--- src/rtl/mem_arb_pkg.sv ---
// mem_arb_pkg: shared constants, request record and address checker for mem_arbiter.
package mem_arb_pkg;

    localparam logic [1:0]  MEM_WIDTH_B          = 2'b01;
    localparam logic [1:0]  MEM_WIDTH_H          = 2'b10;
    localparam logic [1:0]  MEM_WIDTH_W          = 2'b11;
    localparam logic [31:0] BASE_ADDRESS_DEFAULT = 32'h0100_0000;

    localparam logic [0:0]  ST_IDLE = 1'b0;
    localparam logic [0:0]  ST_BUSY = 1'b1;

    localparam logic [0:0]  PORT_F  = 1'b0;
    localparam logic [0:0]  PORT_D  = 1'b1;

    typedef struct packed {
        logic [31:0] addr;
        logic [31:0] wdata;
        logic        write;
        logic [1:0]  width;
        logic        sgn;
        logic [0:0]  port;
        logic        err;
    } req_t;

    // Misaligned, below base, or running past limit (one past the last valid byte).
    // Width code 00 has no defined size and is rejected as well.
    function automatic logic access_err(input logic [31:0] addr, input logic [1:0] width,
                                        input logic [31:0] base, input logic [32:0] limit);
        logic [2:0]  size;
        logic        misalign;
        logic [32:0] end_addr;
        case (width)
            MEM_WIDTH_B: begin size = 3'd1; misalign = 1'b0;      end
            MEM_WIDTH_H: begin size = 3'd2; misalign = addr[0];   end
            MEM_WIDTH_W: begin size = 3'd4; misalign = |addr[1:0]; end
            default:     begin size = 3'd4; misalign = 1'b1;      end
        endcase
        end_addr = {1'b0, addr} + {30'd0, size};
        return misalign || (addr < base) || (end_addr > limit);
    endfunction

endpackage

--- src/rtl/mem_arb_pick.sv ---
// mem_arb_pick: one-hot grant between fetch and data requesters.
// With RR_EN the port not granted last wins a tie; otherwise data always wins.
module mem_arb_pick
    import mem_arb_pkg::*;
#(
    parameter bit RR_EN = 1'b0
) (
    input  logic       if_valid_i,
    input  logic       d_valid_i,
    input  logic       last_d_i,
    output logic [1:0] grant_o
);

    logic d_wins;

    // data yields only on a tie when round-robin says it went last
    always_comb begin
        d_wins           = d_valid_i && !(RR_EN && if_valid_i && last_d_i);
        grant_o          = '0;
        grant_o[PORT_D]  = d_wins;
        grant_o[PORT_F]  = if_valid_i && !d_wins;
    end

endmodule

--- src/rtl/mem_arbiter.sv ---
// mem_arbiter: fetch/data two-port arbiter onto one combinational memory.
// Every request occupies IDLE(accept) + BUSY(access); response pulses the cycle after BUSY.
// Optional macro MEM_ARBITER_ROUND_ROBIN_EN: alternate grants on ties instead of data priority.
module mem_arbiter
    import mem_arb_pkg::*;
#(
    parameter logic [31:0] BASE_ADDRESS = BASE_ADDRESS_DEFAULT,
    parameter int unsigned DEPTH        = 10**6
) (
    input  logic        clock,
    input  logic        reset,
    input  logic        if_req_valid,
    output logic        if_req_ready,
    input  logic [31:0] if_addr,
    output logic        if_rsp_valid,
    output logic [31:0] if_rsp_data,
    output logic        if_rsp_err,
    input  logic        d_req_valid,
    output logic        d_req_ready,
    input  logic [31:0] d_addr,
    input  logic [31:0] d_wdata,
    input  logic        d_write,
    input  logic [1:0]  d_width,
    input  logic        d_signed,
    output logic        d_rsp_valid,
    output logic [31:0] d_rsp_data,
    output logic        d_rsp_err,
    output logic [31:0] mem_address,
    output logic [31:0] mem_data_in,
    output logic        mem_read_write,
    output logic [1:0]  mem_width,
    output logic        mem_signed_read,
    input  logic [31:0] mem_data_out
);

    localparam logic [32:0] LIMIT = {1'b0, BASE_ADDRESS} + 33'(DEPTH);

    logic [0:0]  state_q, state_d;
    logic [1:0]  grant;
    logic        last_d, idle, busy, accept;
    req_t        req_q, req_d;
    logic        if_rsp_valid_q, d_rsp_valid_q, if_rsp_err_q, d_rsp_err_q;
    logic [31:0] if_rsp_data_q, d_rsp_data_q, rsp_data_d;

`ifdef MEM_ARBITER_ROUND_ROBIN_EN
    localparam bit RR_EN = 1'b1;
    logic last_d_q;
    // remember which port won the latest acceptance; reset leaves fetch as last
    always_ff @(posedge clock or posedge reset) begin
        if (reset)       last_d_q <= 1'b0;
        else if (accept) last_d_q <= grant[PORT_D];
    end
    assign last_d = last_d_q;
`else
    localparam bit RR_EN = 1'b0;
    assign last_d = 1'b0;
`endif

    mem_arb_pick #(.RR_EN(RR_EN)) u_pick (
        .if_valid_i (if_req_valid),
        .d_valid_i  (d_req_valid),
        .last_d_i   (last_d),
        .grant_o    (grant)
    );

    assign idle         = (state_q == ST_IDLE);
    assign busy         = (state_q == ST_BUSY);
    assign if_req_ready = !reset && idle && grant[PORT_F];
    assign d_req_ready  = !reset && idle && grant[PORT_D];
    assign accept       = if_req_ready || d_req_ready;

    // capture the granted port's request; fetch is always an unsigned word read
    always_comb begin
        req_d = '0;
        if (grant[PORT_D]) begin
            req_d.addr  = d_addr;
            req_d.wdata = d_wdata;
            req_d.write = d_write;
            req_d.width = d_width;
            req_d.sgn   = d_signed;
            req_d.port  = PORT_D;
        end else begin
            req_d.addr  = if_addr;
            req_d.width = MEM_WIDTH_W;
            req_d.port  = PORT_F;
        end
        req_d.err = access_err(req_d.addr, req_d.width, BASE_ADDRESS, LIMIT);
    end

    // IDLE -> BUSY on acceptance, BUSY always lasts a single cycle
    always_comb begin
        state_d = state_q;
        if (busy)        state_d = ST_IDLE;
        else if (accept) state_d = ST_BUSY;
    end

    // state and latched request
    always_ff @(posedge clock or posedge reset) begin
        if (reset) begin
            state_q <= ST_IDLE;
            req_q   <= '0;
        end else begin
            state_q <= state_d;
            if (accept) req_q <= req_d;
        end
    end

    assign rsp_data_d = (req_q.err || req_q.write) ? '0 : mem_data_out;

    // response pulse and held data/err for the port that owned the BUSY cycle
    always_ff @(posedge clock or posedge reset) begin
        if (reset) begin
            if_rsp_valid_q <= 1'b0;
            d_rsp_valid_q  <= 1'b0;
            if_rsp_err_q   <= 1'b0;
            d_rsp_err_q    <= 1'b0;
            if_rsp_data_q  <= '0;
            d_rsp_data_q   <= '0;
        end else begin
            if_rsp_valid_q <= busy && (req_q.port == PORT_F);
            d_rsp_valid_q  <= busy && (req_q.port == PORT_D);
            if (busy && req_q.port == PORT_F) begin
                if_rsp_data_q <= rsp_data_d;
                if_rsp_err_q  <= req_q.err;
            end
            if (busy && req_q.port == PORT_D) begin
                d_rsp_data_q <= rsp_data_d;
                d_rsp_err_q  <= req_q.err;
            end
        end
    end

    assign if_rsp_valid = if_rsp_valid_q;
    assign if_rsp_data  = if_rsp_data_q;
    assign if_rsp_err   = if_rsp_err_q;
    assign d_rsp_valid  = d_rsp_valid_q;
    assign d_rsp_data   = d_rsp_data_q;
    assign d_rsp_err    = d_rsp_err_q;

    // memory sees the request only in BUSY; a faulting store never drives a write
    always_comb begin
        mem_address     = BASE_ADDRESS;
        mem_data_in     = '0;
        mem_read_write  = 1'b1;
        mem_width       = MEM_WIDTH_W;
        mem_signed_read = 1'b0;
        if (busy) begin
            mem_address     = req_q.addr;
            mem_data_in     = req_q.wdata;
            mem_read_write  = !(req_q.write && !req_q.err);
            mem_width       = req_q.width;
            mem_signed_read = req_q.sgn;
        end
    end

endmodule

--- config.mk ---
export PLATFORM = sky130hd
export DESIGN_NAME = mem_arbiter
export DESIGN_NICKNAME = d
export VERILOG_FILES = /design/src/rtl/mem_arb_pkg.sv /design/src/rtl/mem_arb_pick.sv /design/src/rtl/mem_arbiter.sv
export SDC_FILE = /design/constraint.sdc
export NUM_CORES = 1
export LEC_CHECK = 0
export BUFFER_PORTS_ARGS = -buffer_cell sky130_fd_sc_hd__buf_2
export CORE_ASPECT_RATIO = 0.6
export CORE_MARGIN = 1
export CORE_UTILIZATION = 30
export DETAILED_ROUTE_END_ITERATION = 6
export GPL_ROUTABILITY_DRIVEN = 0
export MAX_ROUTING_LAYER = met4
export PLACE_DENSITY = 0.64
export SYNTH_ARGS = -nofsm -noshare
export SYNTH_HDL_FRONTEND = slang
export SYNTH_SLANG_ARGS = --single-unit
--- constraint.sdc ---
create_clock -name clock -period 4.9 [get_ports clock]
set_clock_uncertainty 0.15 [all_clocks]
set_input_delay 0.735 -clock clock [delete_from_list [all_inputs] [get_ports clock]]
set_output_delay 0.735 -clock clock [all_outputs]
set_load 0.03 [all_outputs]
==> results.toml <==
[outcome]
status = "complete, no violations"

[clock_network]
clkSlewWorstSetupHoldPaths_ns = 0.07
cts.sinks = 139
hold_buffers = 0
cts_tree = "yes"
cts_root_buffer = "clkbuf_16"
numCtsBuffers = 17
h-tree-depth = 4
post-cts-setup-buffers = 0
worstSkewPairLatency_ns = 0.42
cts_resized = 0
cts_max_path_buffers = 2

[worst_setup_path]
ff2ff_setup_slack_ns = 2.77
worstPathRequired_ns = 5.04
r2r_end = "req_q[40]"
r2r-start = "busy"
worstSetupStartpoint = "d_req_valid"
endpoint_kind = "register"
critical_path_class = "in -> reg"
crit_path_start_kind = "input port"
ff2ff_path_depth = 4
critPathArrivalTime_ns = 3.92
path_max_fanout = 21

[power_and_ir_drop]
switching_share = 0.277
p_sw_w = 0.000893
power_frac_clock = 0.435
vdd_drop_max_mv = 0.185
powerDensity_mw_per_mm2 = 343
leakage_nw = 4.68
p_int_w = 0.00233
combPwrFrac = 0.165
seqPwrFrac = 0.400

[layout]
finish.utilization = 0.403
syn2layout_area_growth_pct = 31.0
drive_gt1_frac = 0.367
final_area_mm2 = 0.00940
nets = 1125
nFillCells = 2345

[global_route]
grt_max_degree = 72
overflow = 0
antenna_found_initial = 1
grt_pass1_vias = 5941
track_usage = 0.183
grt_pass1_wl_um = 33300

[floorplanning]
die_area_mm2 = 0.0245
die_w_um = 202
core_area_mm2 = 0.0233
ioPinCount = 274
rows = 43
initial_utilization = 0.308
fp.dieH_um = 122

[place]
dp.final_hpwl_um = 15900
port_buffers = 273
placed_cell_area_mm2 = 0.00876

[synthesis]
synthTopCellsByCount = "153 x nand2_1, 139 x dfrtp_1, 94 x o21ai_0"
syn_area_mm2 = 0.00717
ys_types = 73
yosys_warnings = 0
synthArstFlopShare = 1.00
ys_top_cells_by_area = "dfrtp_1 49%, nand2_1 8.0%, o21ai_0 6.6%"
syn_inst = 727
yosysTopAreaCell = "dfrtp_1"
synth_top_area_share = 0.485
synth_edf_count = 0
ys_ff_latch = 139
synth_top_flop_cell = "dfrtp_1"
ys_seq_area_frac = 0.485
avgSynthCellArea_um2 = 9.86
yosysMostFrequentCell = "nand2_1"
syn-num-nets = 871

[drt]
drc = 0
dr.pass1.iters = 5
vias = 6245
wl_um = 21500
drt_iter0_drc = 296
post_drt_wl_per_cell_um = 16.4
vias_per_cell = 4.77
ant_nets = 0

[sta]
max_slew_margin = 0.259
hold_violations = 0
fin_crit_sh = 0.771
clock.fmax_mhz = 265
rsz0062_at_grt = "false"
post-route-min-period_ns = 3.78
setup-tns-final_ns = 0
setup_viol = 0
tightest_slew_ns = 1.11
slew_violations = 0

[hold_path]
hold_path_class = "in -> async"

[run]
drv_cap = 0
cells in the final DEF, fill, tap and decap left out, types with 7 or more instances in the layout:
| cell type | count |
|---|---|
| buf_2 | 273 |
| nand2_1 | 152 |
| dfrtp_1 | 138 |
| o21ai_0 | 93 |
| and2_1 | 65 |
| a22o_1 | 34 |
| nor2_1 | 21 |
| mux2i_1 | 18 |
| clkbuf_16 | 17 |
| nand3_1 | 10 |
| xnor2_1 | 10 |
| buf_4 | 10 |
| mux2_2 | 9 |
| a21oi_1 | 9 |
| ha_1 | 7 |
metal layers:
metal | share of wire | up-vias | GRT usage | routed length [um]
li1 | - | 3033 | - | -
met1 | 0.50 | 2959 | 0.264 | 10900
met2 | 0.41 | 243 | 0.242 | 8730
met3 | 0.083 | 10 | 0.0586 | 1780
met4 | 0.0062 | 0 | 0.0445 | 133
met5 | 0 | - | - | 0
kinds of logic (layout without fill, tap and decap cells):
kind of cell,count (synthesis),count (layout),share of synthesized area
and+or+nand+nor,305,305,0.225
AOI/OAI and AO/OA,171,171,0.160
DFF,139,139,0.485
buffers and inverters,55,321,0.0414
muxes,34,34,0.0555
xor gates and xnor gates,15,15,0.0183
adders and majority gates,8,8,0.0150
other,0,1,0
flip-flops by register name, summed over array words and instances (netlist names):
register      cells
d_rsp_data       32
d_rsp_err         1
req_q            70
if_rsp_data      32
if_rsp_err        1
if_rsp_valid      1
busy              1
d_rsp_valid       1
through the flow:
step	setup slack [ns]	std cells	hold WS, ns	total power, W
6_report	1.12	1309	0.287	0.00322
5_1_grt	0.949	1309	0.328	0.00337
4_1_cts	1.19	1308	0.303	0.00326
3_5_place_dp	0.736	1277	0.312	0.00184
3_3_place_gp	0.877	1277	0.303	0.00184
2_1_floorplan	0.290	727	0.287	0.00165
how the worst max path moves through the flow:
stage | endpoint | slack, ns | cells after the start
after global routing | req_q[0] | 0.95 | 13
after detailed placement | req_q[0] | 0.74 | 13
after CTS | req_q[0] | 1.19 | 13
after global placement | req_q[0] | 0.88 | 13
after floorplan | busy | 0.29 | 1
final | req_q[0] | 1.12 | 13
power groups by stage:
stage	Combinational (W)	Sequential, W	Clock [W]
after floorplan	0.000353	0.00130	0
after global placement	0.000529	0.00131	0
after detailed placement	0.000536	0.00131	0
after CTS	0.000536	0.00129	0.00144
after global routing	0.000582	0.00130	0.00149
final	0.000530	0.00129	0.00140
critical path, stage by stage:
cell and delay (ns):
buf_2 0.23, buf_4 0.36, nand2b_1 0.16, ha_1 0.31
ha_1 0.35, nand3_1 0.13, a22oi_2 0.22, and3_1 0.37
nand3_1 0.18, nor3_2 0.17, mux2_4 0.32, nor4b_2 0.26
a31oi_1 0.12
area by class of cell:
type,count,area (um2),area share
clock buffers,21,470,0.0501
flip-flops and latches,139,3480,0.370
well taps,315,394,0.0419
inverters,7,31.3,0.00333
clock inverters,10,163,0.0173
repair buffers,283,1440,0.153
multi-input cells,533,3410,0.363
diodes,1,2.50,0.000266
Note: power is estimated with default switching activity, not from simulation.
